### src/rtl/sim_run_controller.sv
// Run sequencer: IDLE -> core reset hold -> RUN until a tohost write or cycle budget expiry.
// Every output comes from a flop loaded with the next-state decode; no inputs reach outputs combinationally.
module sim_run_controller #(
  parameter int unsigned MAX_CYCLES   = 100,
  parameter int unsigned RESET_CYCLES = 2,
  parameter int unsigned CNT_W        = 32,
  parameter logic [31:0] TOHOST_ADDR  = 32'h0000_1000,
  parameter int unsigned N_CH         = 2
) (
  input  logic             sysclk,
  input  logic             rst,
  input  logic             start,
  input  logic             mem_wr_ena,
  input  logic [31:0]      mem_addr,
  input  logic [31:0]      mem_wr_data,
  output logic [N_CH-1:0]  buttons,
  output logic             running,
  output logic             done,
  output logic             pass,
  output logic             fail,
  output logic             timeout,
  output logic [30:0]      exit_code,
  output logic [CNT_W-1:0] cycles,
  output logic             dump_strobe
);

  localparam int unsigned HOLD_W = (RESET_CYCLES > 1) ? $clog2(RESET_CYCLES) : 1;
  localparam logic [HOLD_W-1:0] HOLD_LAST = HOLD_W'(RESET_CYCLES - 1);
  localparam logic [CNT_W-1:0]  CYC_LAST  = CNT_W'(MAX_CYCLES - 1);

  typedef enum logic [2:0] {
    S_IDLE, S_RESET_HOLD, S_RUN, S_PASS, S_FAIL, S_TIMEOUT
  } state_t;

  state_t            state, state_nxt;
  logic [HOLD_W-1:0] hold_cnt, hold_nxt;
  logic [CNT_W-1:0]  cycles_nxt;
  logic [30:0]       exit_nxt;
  logic              completion;
  logic              term_cur, term_nxt;

  assign completion = mem_wr_ena && (mem_addr == TOHOST_ADDR);
  assign term_cur   = (state == S_PASS) || (state == S_FAIL) || (state == S_TIMEOUT);
  assign term_nxt   = (state_nxt == S_PASS) || (state_nxt == S_FAIL) || (state_nxt == S_TIMEOUT);

  always_comb begin
    state_nxt  = state;
    hold_nxt   = hold_cnt;
    cycles_nxt = cycles;
    exit_nxt   = exit_code;
    case (state)
      S_IDLE: begin
        if (start) begin
          state_nxt = S_RESET_HOLD;
          hold_nxt  = '0;
        end
      end
      S_RESET_HOLD: begin
        if (hold_cnt == HOLD_LAST) begin
          state_nxt  = S_RUN;
          cycles_nxt = '0;
        end else begin
          hold_nxt = hold_cnt + 1'b1;
        end
      end
      S_RUN: begin
        // A completion write takes priority over the budget expiring in the same cycle.
        if (completion) begin
          state_nxt = (mem_wr_data == 32'd1) ? S_PASS : S_FAIL;
          exit_nxt  = mem_wr_data[31:1];
        end else begin
          cycles_nxt = cycles + 1'b1;
          if (cycles == CYC_LAST) state_nxt = S_TIMEOUT;
        end
      end
      default: ;
    endcase
  end

  always_ff @(posedge sysclk or posedge rst) begin
    if (rst) begin
      state       <= S_IDLE;
      hold_cnt    <= '0;
      cycles      <= '0;
      exit_code   <= '0;
      buttons     <= '0;
      running     <= 1'b0;
      done        <= 1'b0;
      pass        <= 1'b0;
      fail        <= 1'b0;
      timeout     <= 1'b0;
      dump_strobe <= 1'b0;
    end else begin
      state       <= state_nxt;
      hold_cnt    <= hold_nxt;
      cycles      <= cycles_nxt;
      exit_code   <= exit_nxt;
      buttons     <= (state_nxt == S_RESET_HOLD) ? N_CH'(1) : '0;
      running     <= (state_nxt == S_RUN);
      done        <= term_nxt;
      pass        <= (state_nxt == S_PASS);
      fail        <= (state_nxt == S_FAIL);
      timeout     <= (state_nxt == S_TIMEOUT);
      dump_strobe <= term_nxt && !term_cur;
    end
  end

endmodule
### config.mk
export PLATFORM = sky130hd
export DESIGN_NAME = sim_run_controller
export DESIGN_NICKNAME = d
export VERILOG_FILES = /design/src/rtl/sim_run_controller.sv
export SDC_FILE = /design/constraint.sdc
export NUM_CORES = 1
export LEC_CHECK = 0
export CAP_MARGIN = 10
export CORE_MARGIN = 4
export CORE_UTILIZATION = 25
export DETAILED_ROUTE_END_ITERATION = 16
export GPL_TIMING_DRIVEN = 1
export PLACE_DENSITY = 0.59
export SLEW_MARGIN = 10
export SYNTH_ARGS = -nofsm -noshare
export SYNTH_HDL_FRONTEND = slang
export SYNTH_SLANG_ARGS = --single-unit
### constraint.sdc
create_clock -name sysclk -period 3.6 [get_ports sysclk]
set_clock_uncertainty 0.2 [all_clocks]
set_input_delay 0.36 -clock sysclk [delete_from_list [all_inputs] [get_ports sysclk]]
set_output_delay 0.36 -clock sysclk [all_outputs]
set_load 0.02 [all_outputs]
Word level (Yosys, flattened, before mapping)
Index checks and enable logic that the tools add are counted.
{"block": "totals", "regBits": 74, "inputBits": 68, "output_inout_bits": 71, "wordCells": 55}
{"block": "classes", "addsub": 2, "eq_ne": 16, "n_mux": 13, "reduce_logical": 13}
{"op": "32-bit two-way mux", "n": 2}
{"op": "32-bit one-hot mux with 2 select lines", "n": 1}
{"op": "32-bit by 1-bit adder with 32-bit output, second input constant", "n": 1}
{"op": "32-bit by 1-bit equality test with 1-bit output, second input constant", "n": 1}
{"op": "32-bit by 13-bit equality test with 1-bit output, second input constant", "n": 1}
{"op": "32-bit by 7-bit equality test with 1-bit output, second input constant", "n": 1}
{"op": "3-bit two-way mux", "n": 5}
{"op": "3-bit by 2-bit equality test with 1-bit output, second input constant", "n": 4}
{"op": "3-bit equality test, second input constant", "n": 4}
{"op": "3-bit one-hot mux with 3 select lines", "n": 1}
{"op": "3-bit by 1-bit equality test with 1-bit output, second input constant", "n": 2}
{"op": "2-bit != test, second input constant", "n": 3}
{"op": "1-bit logical OR", "n": 4}
{"op": "2-bit AND reduction", "n": 2}
{"op": "2-bit nonzero test", "n": 2}
{"op": "3-bit logical NOT", "n": 1}
{"op": "1-bit two-way mux", "n": 3}
{"op": "3-bit AND reduction", "n": 1}
{"op": "1-bit logical AND", "n": 2}
{"op": "1-bit one-hot mux with 2 select lines", "n": 1}
{"op": "1-bit adder, second input constant", "n": 1}
{"op": "1-bit logical NOT", "n": 1}

Longest topological paths before layout
{"block": "logic_depth", "word_depth": 8, "ltp_mapped": 9, "ltp_nobuf": 7}

Least setup slack after synthesis
OpenSTA, ideal clock, no wires.
{"block": "synth_path", "path_kind": "reg-to-reg", "from": "register cycles[6]", "to": "register cycles[19]", "arrival_ps": 1947, "required_time_ps": 3323, "setup_slack_ps": 1375, "stages_incl_launch_ff": 9, "period_less_slack_ps": 2225, "path_cell_list": "dfrtp_1 > and4_4 > and3_1 > buf_6 > nand3_4 > a21o_2 > buf_6 > or3_1 > a21oi_1"}
{"block": "synth_between", "elab_chain_cells": 3}
{"item": "from (decl)", "line": "23", "rtl": "output logic [CNT_W-1:0] cycles,"}
{"item": "from (signal assigned)", "line": "96", "rtl": "cycles <= cycles_nxt;"}
{"item": "32-bit by 1-bit adder with 32-bit output", "line": "72", "rtl": "cycles_nxt = cycles + 1'b1;"}
{"item": "32-bit two-way mux", "line": "68", "rtl": "if (completion) begin"}
{"item": "32-bit one-hot mux with 2 select lines", "line": "51", "rtl": "case (state)"}
Every way passes these cells. The select of a mux whose other input is x is not followed.
A chain may end at the register's enable or synchronous reset.

Worst setup path after layout
{"block": "layout_path", "from": "input mem_addr[24]", "to": "register cycles[21]"}
{"block": "layout_between", "elab_chain_cells": 4}
{"item": "from (decl)", "line": "14", "rtl": "input logic [31:0] mem_addr,"}
{"item": "32-bit by 13-bit equality test with 1-bit output", "line": "42", "rtl": "assign completion = mem_wr_ena && (mem_addr == TOHOST_ADDR);"}
{"item": "1-bit logical AND", "line": "42"}
{"item": "2-bit != test (no line)"}
{"item": "3-bit AND reduction (no line)"}
Every way passes these cells.

==> flow_summary.toml <==
[cts]
cts_buffers = 9
clkSlewWorstSetupHoldPaths_ns = 0.06
insertion_delay_ns = 0.34
cts_resized = 0
htree_levels = 3
cts_root_buf = "clkbuf_16"
cts_tree = "yes"
post-cts-setup-buffers = 0
cts.sinks = 74
cts_buffer_depth = 2
cts_hold_buf = 0

[routing]
vias_per_cell = 4.71
antenna_left = 0
vias = 3085
drt_wl_total_microns = 10700
drtIter0Drc = 131
firstDrtPassIters = 4
post-route-drc-count = 0
wl_per_cell_microns = 16.3

[sta]
hold_viol = 0
finalCritPeriodShare = 0.759
setup-tns-final_ns = 0
drv_slew = 0
fmax_ghz = 0.366
tightest_slew_ns = 0.832
min_period_ns = 2.73
relSlewSlack = 0.445
setup_violations = 0
rsz0062_at_grt = "no"

[setup_path]
crit_path_end_kind = "register"
cp_data_arrival_time_ns = 2.72
startpoint_type = "input pin"
cp_max_fo = 14
critical_path_class = "in -> reg"
cp.required_ns = 3.58
r2r_cells = 6

[finish]
final_nets = 539
n_antenna_cell = 0
stdcell_count = 655
fillers = 1418
drive_above_1_share = 0.147
mostFrequentLayoutCells = "clkdlybuf4s50_1, dfrtp_1, mux2_2, nor2_1"
multi_input_area_sq_um = 1600
regArea_sq_um = 1850
final_util = 0.393
final_common_cell = "clkdlybuf4s50_1"
final_cell_area_sq_um = 5490
area_delta_synth_final_pct = 52.8

[placement]
dp_cells = 639
gp_congestion = 0.824
io_buffers = 137
place_area_sq_um = 5170
dp_hpwl_microns = 8160

[pwr]
irDropWorstVdd_v = 0.000176
power_mw = 2.09
p_leak_nw = 2.17
p_per_area_nw_per_um2 = 380

[synthesis]
synthCells = 330
yosys_warnings = 0
yosysUniqueCellTypes = 48
syn_nets = 399
seq_area_frac_synth = 0.515
synth_area_sq_um = 3590
dominantRegCellSynth = "dfrtp_1"
synth_seq_cells = 74
synth_edf_count = 0
async_reset_ff_frac = 1.00
syn_area_per_cell_sq_um = 10.9

[floorplanning]
fp.dieH_microns = 128
num_io_pins = 139
dieArea_sq_um = 16400
core-area_sq_um = 14000
row_count = 43
start_util = 0.257
die_w_microns = 128

[min_path]
min_path_type = "in -> async"

[global_route]
gr-usage-all-layers = 0.134
grt_max_degree = 39
antenna_found_initial = 0
grt_pass1_wl_microns = 17100
grt_pass1_vias = 3307
overflow = 0

[run_status]
status = "finished, final reports clean"

[flow_run]
cap_violations = 0
logic make-up after synthesis:
logic type / count (synthesis) / synth area share
compound gates: 51 / 0.100
fa+ha+maj: 1 / 0.00348
flops: 74 / 0.515
simple gates: 127 / 0.195
xor+xnor: 18 / 0.0439
other cells: 1 / 0.00104
buf+inv: 25 / 0.0390
mux: 33 / 0.103
Yosys cell counts, drive strengths merged (8+ instances only):
cell type | count | area [sq um]
a21oi | 18 | 93.8
buf | 10 | 78.8
dfrtp | 74 | 1850
inv | 10 | 37.5
mux2 | 31 | 349
nand2 | 19 | 73.8
nand3 | 14 | 82.6
nand4 | 9 | 56.3
nor2 | 29 | 109
nor3 | 8 | 40.0
nor4 | 19 | 125
o21ai | 13 | 65.1
or3 | 11 | 68.8
xnor2 | 18 | 158
layer usage:
metal,wire length (microns),track usage
met5,0,0
met4,209,0.0581
met3,935,0.0488
met2,5110,0.224
met1,4410,0.156
report_power, final:
group          total [mW]  internal, mW  switching (mW)
sequential          0.883         0.852          0.0316
combinational       0.210         0.121          0.0886
clock               0.992         0.613           0.379
total                2.09          1.59           0.500
sequential cells by signal, summed over array words and instances (netlist names):
register and cells:
done 1, cycles 32, timeout 1, buttons 1, fail 1, exit_code 31, pass 1, hold_cnt 1
state 3, dump_strobe 1, running 1
cell type report:
| type | instances | area share |
|---|---|---|
| tap | 180 | 0.0410 |
| inverter | 10 | 0.00683 |
| timing repair buffer | 144 | 0.264 |
| clock buffer | 9 | 0.0410 |
| sequential | 74 | 0.337 |
| multi-input combinational | 231 | 0.292 |
| clock inverter | 7 | 0.0185 |
worst max-delay path, stage by stage:
cell	delay, ns
clkdlybuf4s50_1	0.43
nor4_1	0.54
nand3b_1	0.25
o31ai_4	0.58
a21o_2	0.35
or3_1	0.14
a21oi_1	0.06
path summary, 6_finish.rpt:
kind                                    from      endpoint  slack [ns]
worst max register to register    cycles[15]    cycles[26]        1.13
worst max-delay path            mem_addr[24]    cycles[21]        0.87
worst min-delay path                     rst    cycles[21]        0.30
worst min register to register  exit_code[2]  exit_code[2]        0.30
max in group asynchronous                rst          fail        2.21
min in group sysclk             exit_code[2]  exit_code[2]        0.30
metrics by stage:
| step | hold slack, ns | worst slack (ns) |
|---|---|---|
| global route | 0.312 | 0.634 |
| detailed placement | 0.293 | 0.494 |
| floorplan | 0.308 | 1.16 |
| CTS | 0.305 | 0.849 |
| finish | 0.302 | 0.867 |
| global placement | 0.288 | 0.461 |
Power figures use the tool's default switching activity.
